## config.mk

```make
export PLATFORM = sky130hd
export DESIGN_NAME = if_pc_gen_flat
export DESIGN_NICKNAME = d
export VERILOG_FILES = /design/src/rtl/if_pc_gen_if.sv /design/src/rtl/if_pc_gen.sv /design/src/flat_wrapper.sv
export SDC_FILE = /design/constraint.sdc
export NUM_CORES = 1
export LEC_CHECK = 0
export CAP_MARGIN = 10
export CELL_PAD_IN_SITES_DETAIL_PLACEMENT = 1
export CELL_PAD_IN_SITES_GLOBAL_PLACEMENT = 2
export CORE_MARGIN = 1
export CORE_UTILIZATION = 19
export CTS_CLUSTER_SIZE = 28
export DETAILED_ROUTE_END_ITERATION = 10
export PLACE_DENSITY_LB_ADDON = 0.1
export RECOVER_POWER = 100
export SYNTH_ARGS = -nofsm -noshare
export SYNTH_HDL_FRONTEND = slang
export SYNTH_SLANG_ARGS = --single-unit
```

## constraint.sdc

```tcl
create_clock -name clk -period 2.4 [get_ports clk]
set_clock_uncertainty 0.15 [all_clocks]
set_input_delay 0.24 -clock clk [delete_from_list [all_inputs] [get_ports clk]]
set_output_delay 0.24 -clock clk [all_outputs]
set_load 0.05 [all_outputs]
```

## src/rtl/if_pc_gen_if.sv

```systemverilog
// if_pc_gen_if: fetch-PC generator bus. Carries the hazard stall, the EX
// redirect and training inputs, and the fetch PC and prediction outputs.
// The slave modport is the PC generator. The master modport is the pipeline
// side that drives it.
interface if_pc_gen_if;
  logic        stall;
  logic        ex_redirect;
  logic [31:0] ex_redirect_pc;
  logic        ex_update_valid;
  logic [31:0] ex_update_pc;
  logic        ex_update_taken;
  logic [31:0] ex_update_target;
  logic [31:0] pc_if;
  logic        pc_valid;
  logic        predict;
  logic [31:0] predict_target;
  logic        flush_if_id;

  modport master (
    output stall, ex_redirect, ex_redirect_pc,
    output ex_update_valid, ex_update_pc, ex_update_taken, ex_update_target,
    input  pc_if, pc_valid, predict, predict_target, flush_if_id
  );

  modport slave (
    input  stall, ex_redirect, ex_redirect_pc,
    input  ex_update_valid, ex_update_pc, ex_update_taken, ex_update_target,
    output pc_if, pc_valid, predict, predict_target, flush_if_id
  );
endinterface

```

## src/rtl/if_pc_gen.sv

```systemverilog
// if_pc_gen: IF-stage program counter.
// The next PC is chosen in this priority: EX redirect, then stall (hold),
// then the predicted target, then PC+4.
// The IF/ID flush follows ex_redirect in the same cycle.
// Optional macro IF_BHT_EN builds a direct-mapped predictor. Each entry holds
// a valid bit, a 2-bit counter, a tag and a target. EX branch resolution
// trains it. Without the macro the design is a plain sequential fetch PC.

`ifdef IF_BHT_EN
// One predictor entry: valid, tag, 2-bit saturating counter and target.
module if_pc_gen_entry #(
  parameter int TAG_W = 24
) (
  input  logic             clk,
  input  logic             rst,
  input  logic             wr,
  input  logic             taken,
  input  logic [TAG_W-1:0] wr_tag,
  input  logic [31:0]      wr_tgt,
  output logic             vld,
  output logic [1:0]       cnt,
  output logic [TAG_W-1:0] tag,
  output logic [31:0]      tgt
);
  logic hit;
  assign hit = vld && (tag == wr_tag);

  // Train on a resolved branch. A taken miss allocates the entry weakly
  // taken. A not-taken miss leaves the entry alone.
  always_ff @(posedge clk or posedge rst) begin
    if (rst) begin
      vld <= 1'b0;
      cnt <= 2'b01;
      tag <= '0;
      tgt <= '0;
    end else if (wr) begin
      if (taken) begin
        tgt <= wr_tgt;
        if (hit) begin
          cnt <= (cnt == 2'b11) ? 2'b11 : cnt + 2'b01;
        end else begin
          vld <= 1'b1;
          tag <= wr_tag;
          cnt <= 2'b10;
        end
      end else if (hit) begin
        cnt <= (cnt == 2'b00) ? 2'b00 : cnt - 2'b01;
      end
    end
  end
endmodule
`endif

module if_pc_gen #(
  parameter logic [31:0] RESET_PC  = 32'h1C00_0000,
  parameter int          BHT_IDX_W = 6
) (
  input  logic         clk,
  input  logic         rst,
  if_pc_gen_if.slave   bus
);
  logic [31:0] pc_q;
  logic        pc_vld_q;
  logic [31:0] seq_pc;
  logic        pred;
  logic [31:0] pred_tgt;

  assign seq_pc = pc_q + 32'd4;

`ifdef IF_BHT_EN
  localparam int ENTRIES = 1 << BHT_IDX_W;
  localparam int TAG_W   = 30 - BHT_IDX_W;

  logic [ENTRIES-1:0]            e_vld;
  logic [ENTRIES-1:0][1:0]       e_cnt;
  logic [ENTRIES-1:0][TAG_W-1:0] e_tag;
  logic [ENTRIES-1:0][31:0]      e_tgt;

  logic [BHT_IDX_W-1:0] lk_idx, up_idx;
  logic [TAG_W-1:0]     lk_tag, up_tag;

  assign lk_idx = pc_q[BHT_IDX_W+1:2];
  assign lk_tag = pc_q[31:BHT_IDX_W+2];
  assign up_idx = bus.ex_update_pc[BHT_IDX_W+1:2];
  assign up_tag = bus.ex_update_pc[31:BHT_IDX_W+2];

  // Entries update only on the clock edge. The combinational lookup below
  // therefore reads the pre-update entry when it shares an index with a
  // same-cycle update.
  for (genvar i = 0; i < ENTRIES; i++) begin : g_ent
    if_pc_gen_entry #(.TAG_W(TAG_W)) u_ent (
      .clk    (clk),
      .rst    (rst),
      .wr     (bus.ex_update_valid && (up_idx == BHT_IDX_W'(i))),
      .taken  (bus.ex_update_taken),
      .wr_tag (up_tag),
      .wr_tgt (bus.ex_update_target),
      .vld    (e_vld[i]),
      .cnt    (e_cnt[i]),
      .tag    (e_tag[i]),
      .tgt    (e_tgt[i])
    );
  end

  assign pred     = e_vld[lk_idx] && (e_tag[lk_idx] == lk_tag) && (e_cnt[lk_idx] >= 2'b10);
  assign pred_tgt = pred ? e_tgt[lk_idx] : seq_pc;
`else
  logic unused_upd;
  assign unused_upd = ^{bus.ex_update_valid, bus.ex_update_pc,
                        bus.ex_update_taken, bus.ex_update_target};
  assign pred     = 1'b0;
  assign pred_tgt = seq_pc;
`endif

  // Fetch PC register. The first cycle after reset only raises pc_valid.
  // pred_tgt already folds together the predicted target and PC+4.
  always_ff @(posedge clk or posedge rst) begin
    if (rst) begin
      pc_q     <= RESET_PC;
      pc_vld_q <= 1'b0;
    end else begin
      pc_vld_q <= 1'b1;
      if (pc_vld_q) begin
        if (bus.ex_redirect)  pc_q <= bus.ex_redirect_pc;
        else if (!bus.stall)  pc_q <= pred_tgt;
      end
    end
  end

  assign bus.pc_if          = pc_q;
  assign bus.pc_valid       = pc_vld_q;
  assign bus.predict        = pred;
  assign bus.predict_target = pred_tgt;
  assign bus.flush_if_id    = bus.ex_redirect;
endmodule

```

## src/flat_wrapper.sv

```systemverilog
// flat-port wrapper written by rule: the top's interface ports become plain ports
module if_pc_gen_flat 
#(
  parameter logic [31:0] RESET_PC  = 32'h1C00_0000,
  parameter int          BHT_IDX_W = 6
)
  (clk, rst, bus_stall, bus_ex_redirect, bus_ex_redirect_pc, bus_ex_update_valid, bus_ex_update_pc, bus_ex_update_taken, bus_ex_update_target, bus_pc_if, bus_pc_valid, bus_predict, bus_predict_target, bus_flush_if_id);
  if_pc_gen_if bus_i ();
  input  logic clk;
  input  logic rst;
  input wire logic [$bits(bus_i.stall)-1:0] bus_stall;
  input wire logic [$bits(bus_i.ex_redirect)-1:0] bus_ex_redirect;
  input wire logic [$bits(bus_i.ex_redirect_pc)-1:0] bus_ex_redirect_pc;
  input wire logic [$bits(bus_i.ex_update_valid)-1:0] bus_ex_update_valid;
  input wire logic [$bits(bus_i.ex_update_pc)-1:0] bus_ex_update_pc;
  input wire logic [$bits(bus_i.ex_update_taken)-1:0] bus_ex_update_taken;
  input wire logic [$bits(bus_i.ex_update_target)-1:0] bus_ex_update_target;
  output wire logic [$bits(bus_i.pc_if)-1:0] bus_pc_if;
  output wire logic [$bits(bus_i.pc_valid)-1:0] bus_pc_valid;
  output wire logic [$bits(bus_i.predict)-1:0] bus_predict;
  output wire logic [$bits(bus_i.predict_target)-1:0] bus_predict_target;
  output wire logic [$bits(bus_i.flush_if_id)-1:0] bus_flush_if_id;
  assign bus_i.stall = bus_stall;
  assign bus_i.ex_redirect = bus_ex_redirect;
  assign bus_i.ex_redirect_pc = bus_ex_redirect_pc;
  assign bus_i.ex_update_valid = bus_ex_update_valid;
  assign bus_i.ex_update_pc = bus_ex_update_pc;
  assign bus_i.ex_update_taken = bus_ex_update_taken;
  assign bus_i.ex_update_target = bus_ex_update_target;
  assign bus_pc_if = bus_i.pc_if;
  assign bus_pc_valid = bus_i.pc_valid;
  assign bus_predict = bus_i.predict;
  assign bus_predict_target = bus_i.predict_target;
  assign bus_flush_if_id = bus_i.flush_if_id;
  if_pc_gen #(.RESET_PC(RESET_PC), .BHT_IDX_W(BHT_IDX_W)) u_core (.clk(clk), .rst(rst), .bus(bus_i));
endmodule
```

==> results.txt, run 1 <==
----------------------------------------------------
[Critical path]
  Stages on the worst setup path ... 5
  Crit end category ... output pin
  Critical Path Source Type ... register
  Delay of the slowest critical-path stage ... ~0.57 ns
  Classification of the worst setup path ... reg -> out
  CP Buf/Inv Count ... 1
  Sequence of cells on the critical path ... nand3_4, or4_4, or4_4, xnor2_4, buf_12
  Signal arrival time at the worst endpoint ... ~2.2 ns
  Number of cell instances on the worst register-to-register path ... 6
  R2R Path End ... u_core.bus.pc_if[21]$_DFFE_PP0P_
  Top cell by count, worst path ... sky130_fd_sc_hd__or4_4
  CP delay by family, top ... simple AND/OR/NAND/NOR gates
  Startpoint of the most critical setup path ... u_core.bus.pc_if[3]$_DFFE_PP0P_
  Critical Path Fanout Max ... 4
  Slack of the worst reg-to-reg path ... between 0.15 and 0.2 ns
  Reg-to-reg critical path startpoint ... u_core.bus.pc_if[3]$_DFFE_PP0P_
  Data required, critical path ... 2.01 ns
  Slowest stage cell on the critical path ... sky130_fd_sc_hd__or4_4

[Routing]
  DRC errors left ... 0
  Total wire length after detailed routing ... 11400 µm
  Vias per Instance ... around 4.8
  Drt wl/cell ... between 15 and 20 µm
  Total number of vias ... 3089
  Detailed-router iteration count before antenna repair ... 4
  Detail Route Antenna Nets ... 0
  Number of DRC markers after the initial detailed-route iteration ... 78

[Clock network]
  Sink count of the clock tree ... 33
  Insertion delay of the later-clocked pin in the worst-skew pair ... around 0.28 ns
  Clock transition at the register clock pins on the worst setup and hold paths after CTS ... 0.05 ns
  Hold buffer count at cts ... 0
  CTS buffer count ... 5
  CTS Buffer Depth ... 2
  Clock root buffer ... sky130_fd_sc_hd__clkbuf_16
  Clock tree from TritonCTS ... built
  H-Tree Level Count ... 2

[Timing]
  Time the worst path needs with I/O delays and setup ... approximately 2.6 ns
  Setup violations, final ... 8
  Post-route worst setup slack ... -0.151 ns
  Hold Fails Final Rpt ... 0
  Slew Viols, Final ... 0
  RSZ-0062 raised after global routing ... true
  FMAX ... 392 MHz
  Measured slew at the worst slew-check pin ... around 1.2 ns
  Post-route clock period utilization ... 106%
  Remaining max-slew budget at the tightest pin ... between 20% and 30%
  Worst-case hold slack ... roughly 0.37 ns
  Total negative slack for setup checks ... -0.251 ns

[Worst hold path]
  Min-Delay Path Depth ... 1
  Type of the most critical hold path ... reg -> reg
  Worst hold start ... u_core.bus.pc_if[0]$_DFFE_PP0P_
  Sink of the worst hold path ... u_core.bus.pc_if[0]$_DFFE_PP0P_

[GRT]
  Grt total ovfl ... 0
  First-pass GRT wire length ... roughly 18000 µm
  Aggregate global-route resource usage ... 16.5%
  Pin count of the biggest net entering global routing ... 36
  Antenna violations before repair ... 0
  Number of global-route vias before repair ... 3239

[Yosys]
  Number of distinct library cell variants in the gate-level netlist after synthesis ... between 50 and 60
  Synth top cells by count ... sky130_fd_sc_hd__dfrtp_1 (30), sky130_fd_sc_hd__clkbuf_1 (23), sky130_fd_sc_hd__a21oi_1 (22)
  Post-synth top area share ... 28.7%
  Dominant cell by count in the synthesized netlist ... sky130_fd_sc_hd__dfrtp_1
  Share of synthesized flip-flops with an asynchronous set or reset ... 100%
  Sequential share of the synthesized area ... approximately a third
  Top cell type by total area after synthesis ... sky130_fd_sc_hd__dfrtp_1
  Cell types with the largest area share after synthesis ... sky130_fd_sc_hd__dfrtp_1 (29%), sky130_fd_sc_hd__xnor2_1 (6.7%), sky130_fd_sc_hd__o211ai_1 (5.5%), sky130_fd_sc_hd__and3_1 (4.3%), sky130_fd_sc_hd__a21oi_1 (4.2%)
  Synthesized netlist cell count ... 320
  Total number of yosys warnings ... 0
  Mapped Area ... 0.00262 mm²
  Total nets after synthesis ... 423
  Synth Register Bits ... 33
  Number of enable-type register cells in the synthesized netlist ... 0
  Main flop type after synthesis ... sky130_fd_sc_hd__dfrtp_1
  Synthesized area per cell ... 8.17 µm²

[Outcome]
  Failing checks ... negative setup slack
  Result of the run ... complete, but fails checks

[Cells and area]
  Growth of design area from synthesis to finish ... 95.0%
  Share of layout cells above drive strength 1 ... 38.3%
  Antenna diode count ... 0
  Final nets ... approximately 580
  Fin util ... a little under two fifths
  Filler instances ... 1538

[Floorplanning]
  Row Count ... 42
  I/O pin count ... between 150 and 200
  Die Y-Extent ... 119 µm
  Core region area ... roughly 0.013 mm²
  Initial Util ... between 10% and 20%
  Die footprint ... between 0.01 and 0.015 mm²
  DIE WIDTH ... roughly 120 µm

[Power]
  Power density over the cells ... approximately 700 mW/mm²
  Maximum vdd ir drop ... 283 µV
  Design Power ... between 3 and 4 mW
  Leakage power of the design ... 2.02 nW

[Flow run]
  Max Cap Viol ... 0

[Placed design]
  Post-detailed-placement half-perimeter wirelength ... around 8400 µm
  IO Port Bufs ... about 100
  Final RePlAce weighted congestion ... roughly 0.8
  Placement Setup Slack ... 0.0455 ns

----------------------------------------------------
placed cells by master (no fill, tap or decap), types with 4 or more instances in the layout:
| cell type | netlist | routed |
|---|---|---|
| sky130_fd_sc_hd__clkbuf_16 | 0 | 5 |
| sky130_fd_sc_hd__and3_1 | 18 | 17 |
| sky130_fd_sc_hd__dfrtp_2 | 0 | 21 |
| sky130_fd_sc_hd__dlygate4sd3_1 | 0 | 8 |
| sky130_fd_sc_hd__nand2_1 | 17 | 15 |
| sky130_fd_sc_hd__a21oi_1 | 22 | 22 |
| sky130_fd_sc_hd__xnor2_1 | 20 | 4 |
| sky130_fd_sc_hd__and4_1 | 4 | 4 |
| sky130_fd_sc_hd__buf_12 | 0 | 25 |
| sky130_fd_sc_hd__buf_4 | 5 | 71 |
| sky130_fd_sc_hd__nand3_4 | 1 | 5 |
| sky130_fd_sc_hd__o21ai_0 | 13 | 14 |
| sky130_fd_sc_hd__nor2_1 | 10 | 8 |
| sky130_fd_sc_hd__nand3_1 | 18 | 15 |
| sky130_fd_sc_hd__dfrtp_1 | 30 | 9 |
| sky130_fd_sc_hd__or3_1 | 7 | 7 |
| sky130_fd_sc_hd__inv_1 | 13 | 13 |
| sky130_fd_sc_hd__nand4_1 | 16 | 16 |
| sky130_fd_sc_hd__nor3_1 | 7 | 4 |
| sky130_fd_sc_hd__clkbuf_1 | 23 | 7 |
| sky130_fd_sc_hd__clkdlybuf4s50_1 | 0 | 62 |
| sky130_fd_sc_hd__xnor2_2 | 0 | 4 |
| sky130_fd_sc_hd__xnor2_4 | 0 | 12 |
| sky130_fd_sc_hd__or2_4 | 0 | 5 |
| sky130_fd_sc_hd__a22oi_1 | 4 | 4 |
| sky130_fd_sc_hd__o211ai_1 | 19 | 19 |
| sky130_fd_sc_hd__o2bb2ai_1 | 6 | 6 |
layout make-up:
type / count / area, µm² / share of cell area [%]
clock buffer: 6 / 129 / 2.53
clock inverter: 2 / 10.0 / 0.196
inverter: 14 / 52.6 / 1.03
multi-input combinational: 242 / 2040 / 40.1
sequential: 33 / 856 / 16.8
tap: 176 / 220 / 4.32
timing repair buffer: 176 / 1790 / 35.1
where the power goes:
group	total (mW)	leakage, nW	switching, mW	internal (mW)
Clock	0.632	0.0706	0.251	0.381
Combinational	2.09	1.59	1.23	0.862
Sequential	0.767	0.357	0.103	0.663
per-layer routing:
metal,routed length [µm],track usage (%),vias up
met5,0,0,-
met4,125,3.83,0
met3,435,2.59,8
met2,5360,27.1,74
met1,5430,22.6,1513
li1,-,-,1494
cells by family (layout without fill, tap and decap cells):
kind of cell / after synthesis / count (layout) / synth area share (%)
AOI/OAI and AO/OA: 83 / 83 / 21.4
adders and majority gates: 1 / 1 / 0.478
buffers and inverters: 45 / 198 / 7.51
other: 2 / 2 / 0.287
xor gates and xnor gates: 27 / 27 / 9.04
muxes: 4 / 4 / 1.63
DFF: 33 / 33 / 31.7
and+or+nand+nor: 125 / 125 / 27.9
worst register-to-register path: cells and delay by family (launching register included):
kind                   cells  cell delay, ns
AO/OA/AOI/OAI              1            0.10
AND/OR/NAND/NOR            3            1.18
flip-flops                 1            0.40
buffers and inverters      2            0.31
repair_timing:
action | 4_1_cts | 5_1_grt
endpoints found under the hold margin | 0 | 0
buffers inserted | 10 | 7
pin swaps | 7 | 8
gates resized for setup | 20 | 10
setup endpoints to repair | 17 | 21
state kept, by name (all words and copies together) (netlist names):
| name | count |
|---|---|
| u_core.bus.pc_valid | 1 |
| u_core.bus.pc_if | 32 |
how the worst max path moves through the flow:
stage | endpoint | slack [ns]
after detailed placement | bus_predict_target[18] | 0.05
final | bus_predict_target[27] | -0.15
after global placement | bus_predict_target[18] | 0.05
after global routing | bus_predict_target[27] | -0.20
after CTS | bus_predict_target[27] | -0.17
after floorplan | bus_predict_target[27] | -0.27
metrics by stage:
| stage | std cells | instance area (µm²) |
|---|---|---|
| after CTS | 642 | 5040 |
| after floorplan | 320 | 2990 |
| after global routing | 649 | 5100 |
| final | 649 | 5100 |
| after global placement | 624 | 4740 |
| after detailed placement | 624 | 4740 |
(Power assumes the default switching activity.)
==> inputs of run 2 (changes only) <==
Settings changed: GPL_ROUTABILITY_DRIVEN set to 0.
==> results of run 2 <==
No change in the layout: final DEF, timing and power equal those of run 1.
==> inputs of run 3 (changes only) <==
Settings changed: CTS_BUF_LIST set to sky130_fd_sc_hd__clkbuf_8.
==> results.txt, run 3 (synthesis gave the netlist of run 1 again) <==
----------------------------------------------------
[Outcome]
  Result of the run ... complete, but fails checks
  Failing checks ... negative setup slack

[Critical path]
  Crit end category ... output pin
  Critical Path Source Type ... register
  Critical Path Fanout Max ... 4 (unchanged)
  Classification of the worst setup path ... reg -> out
  Slack of the worst reg-to-reg path ... 0.29 ns (+0.11 ns)
  Signal arrival time at the worst endpoint ... 2.18 ns (+0.02 ns)
  Data required, critical path ... 2.01 ns (about the same)

[Routing]
  Detailed-router iteration count before antenna repair ... 4 (unchanged)
  Drt wl/cell ... 17.5 µm (about the same)
  DRC errors left ... 0 (unchanged)
  Total wire length after detailed routing ... 11300 µm (-0.41%)
  Detail Route Antenna Nets ... 0 (unchanged)
  Vias per Instance ... 4.79 (+0.63%)
  Number of DRC markers after the initial detailed-route iteration ... 82 (+5.1%)
  Total number of vias ... 3094 (+0.16%)

[GRT]
  Pin count of the biggest net entering global routing ... 36 (unchanged)
  Number of global-route vias before repair ... 3240 (+0.031%)
  Aggregate global-route resource usage ... 16.5% (-0.032 points)
  First-pass GRT wire length ... 18400 µm (unchanged)
  Antenna violations before repair ... 0 (unchanged)
  Grt total ovfl ... 0 (unchanged)

[Timing]
  Remaining max-slew budget at the tightest pin ... 22.8% (+1.0 points)
  FMAX ... 390 MHz (-0.55%)
  RSZ-0062 raised after global routing ... true
  Setup violations, final ... 7 (-1)
  Time the worst path needs with I/O delays and setup ... 2.57 ns (+0.0140 ns)
  Slew Viols, Final ... 0 (unchanged)
  Hold Fails Final Rpt ... 0 (unchanged)
  Measured slew at the worst slew-check pin ... 1.16 ns (-0.0150 ns)
  Post-route worst setup slack ... -0.165 ns (-0.0140 ns)
  Post-route clock period utilization ... 107% (+0.58 points)

[Cells and area]
  Final nets ... 572 (-0.52%)
  Antenna diode count ... 0 (unchanged)
  Final non-filler cell total ... 646 (-0.46%)
  Most frequent cells in the layout ... sky130_fd_sc_hd__buf_4 (66), sky130_fd_sc_hd__dlygate4sd3_1 (36), sky130_fd_sc_hd__clkdlybuf4s50_1 (34)
  Leading cell type in the layout, fill and taps excluded ... sky130_fd_sc_hd__buf_4
  Filler instances ... 1551 (+0.85%)
  Finished Cell Area ... 0.00495 mm² (-2.8%)
  Growth of design area from synthesis to finish ... 89.5%
  Max reg flops ... 32 (unchanged)
  Share of layout cells above drive strength 1 ... 37.9% (-0.39 points)

[Floorplanning]
  Core region area ... 0.0133 mm² (unchanged)
  Row Count ... 42 (unchanged)
  DIE WIDTH ... 119 µm (unchanged)
  Die Y-Extent ... 119 µm (unchanged)
  I/O pin count ... 169 (unchanged)
  Die footprint ... 0.0142 mm² (unchanged)
  Initial Util ... 19.6% (unchanged)

[Flow run]
  Max Cap Viol ... 0 (unchanged)

[Placed design]
  Area post-placement ... 0.00474 mm² (unchanged)
  IO Port Bufs ... 101 (unchanged)
  Post-detailed-placement half-perimeter wirelength ... 8390 µm (unchanged)
  Cells after DPL ... 624 (unchanged)

[Clock network]
  CTS Buffer Depth ... 2 (unchanged)
  Clock transition at the register clock pins on the worst setup and hold paths after CTS ... 0.07 ns (+0.02 ns)
  Sink count of the clock tree ... 33 (unchanged)
  H-Tree Level Count ... 2 (unchanged)
  Clock tree from TritonCTS ... built
  Clock root buffer ... sky130_fd_sc_hd__clkbuf_8
  CTS buffer count ... 5 (unchanged)
  Insertion delay of the later-clocked pin in the worst-skew pair ... 0.29 ns (about the same)
  Hold buffer count at cts ... 0 (unchanged)

[Power]
  Power density over the cells ... 649 mW/mm² (-5.2%)
  Maximum vdd ir drop ... 236 µV (-17%)
  Leakage power of the design ... 1.96 nW (-2.9%)

[Worst hold path]
  Type of the most critical hold path ... reg -> reg

----------------------------------------------------
-- run 3: changes by cell type in the layout (fill, tap and decap cells not counted), moves of 5 or more --
cell | before | now
sky130_fd_sc_hd__clkdlybuf4s50_1 | 62 | 34
sky130_fd_sc_hd__buf_4 | 71 | 66
sky130_fd_sc_hd__dlygate4sd3_1 | 8 | 36
sky130_fd_sc_hd__clkbuf_16 | 5 | 0
sky130_fd_sc_hd__clkbuf_8 | 0 | 6
-- run 3: report_power, final --
group	total, mW	switching (mW)	leakage (nW)	internal (mW)
Combinational	2.02	1.22	1.55	0.803
Clock	0.427	0.230	0.0491	0.197
Sequential	0.765	0.103	0.356	0.663
Total	3.22	1.55	1.96	1.66
-- run 3: layer usage --
layer | GRT usage [%] | up-vias | share of wire, %
li1 | - | 1486 | -
met1 | 22.6 | 1538 | 48
met2 | 27.2 | 66 | 48
met3 | 2.73 | 4 | 3.5
met4 | 3.13 | 0 | 0.68
met5 | 0 | - | 0
-- run 3: area by class of cell --
class / instances / area (µm²) / area share, %
clock buffers: 5 / 68.8 / 1.39
well taps: 176 / 220 / 4.44
flip-flops and latches: 33 / 857 / 17.3
inverters: 14 / 52.6 / 1.06
repair buffers: 173 / 1710 / 34.6
multi-input cells: 242 / 2030 / 41.0
clock inverters: 3 / 13.8 / 0.278
-- run 3: timing repair --
action	in CTS	in global routing
endpoints found under the hold margin	0	0
endpoints found under the setup margin	18	21
setup buffers	11	5
resized for setup	20	9
pin swaps	6	10
-- run 3: worst paths after layout --
| path | from | to | cells past startpoint |
|---|---|---|---|
| max in group asynchronous | rst | u_core.bus.pc_if[21]$_DFFE_PP0P_ | 3 |
| worst max register to register | u_core.bus.pc_if[3]$_DFFE_PP0P_ | u_core.bus.pc_if[21]$_DFFE_PP0P_ | 5 |
| worst min register to register | u_core.bus.pc_if[0]$_DFFE_PP0P_ | u_core.bus.pc_if[0]$_DFFE_PP0P_ | 1 |
| worst min-delay path | u_core.bus.pc_if[0]$_DFFE_PP0P_ | u_core.bus.pc_if[0]$_DFFE_PP0P_ | 1 |
| min in group asynchronous | rst | u_core.bus.pc_if[10]$_DFFE_PP0P_ | 3 |
| worst max-delay path | u_core.bus.pc_if[3]$_DFFE_PP0P_ | bus_predict_target[27] | 5 |
-- run 3: metrics by stage --
stage | hold WS, ns | power [mW] | util, % | setup TNS (ns) | worst slack [ns]
floorplan | 0.215 | 1.98 | - | -1.23 | -0.267
global placement | 0.367 | 2.82 | 35.5 | 0 | 0.0517
detailed placement | 0.378 | 2.83 | 35.5 | 0 | 0.0455
CTS | 0.257 | 3.32 | 37.4 | -0.925 | -0.186
global route | 0.413 | 3.37 | 37.1 | -1.69 | -0.217
finish | 0.377 | 3.22 | 37.1 | -0.426 | -0.165
-- run 3: worst max-delay path: stages, from the launching register on --
cell and delay [ns]:
sky130_fd_sc_hd__dfrtp_2 0.40, sky130_fd_sc_hd__nand3_4 0.08, sky130_fd_sc_hd__or4_4 0.57, sky130_fd_sc_hd__or4_4 0.49, sky130_fd_sc_hd__xnor2_4 0.20, sky130_fd_sc_hd__buf_12 0.15
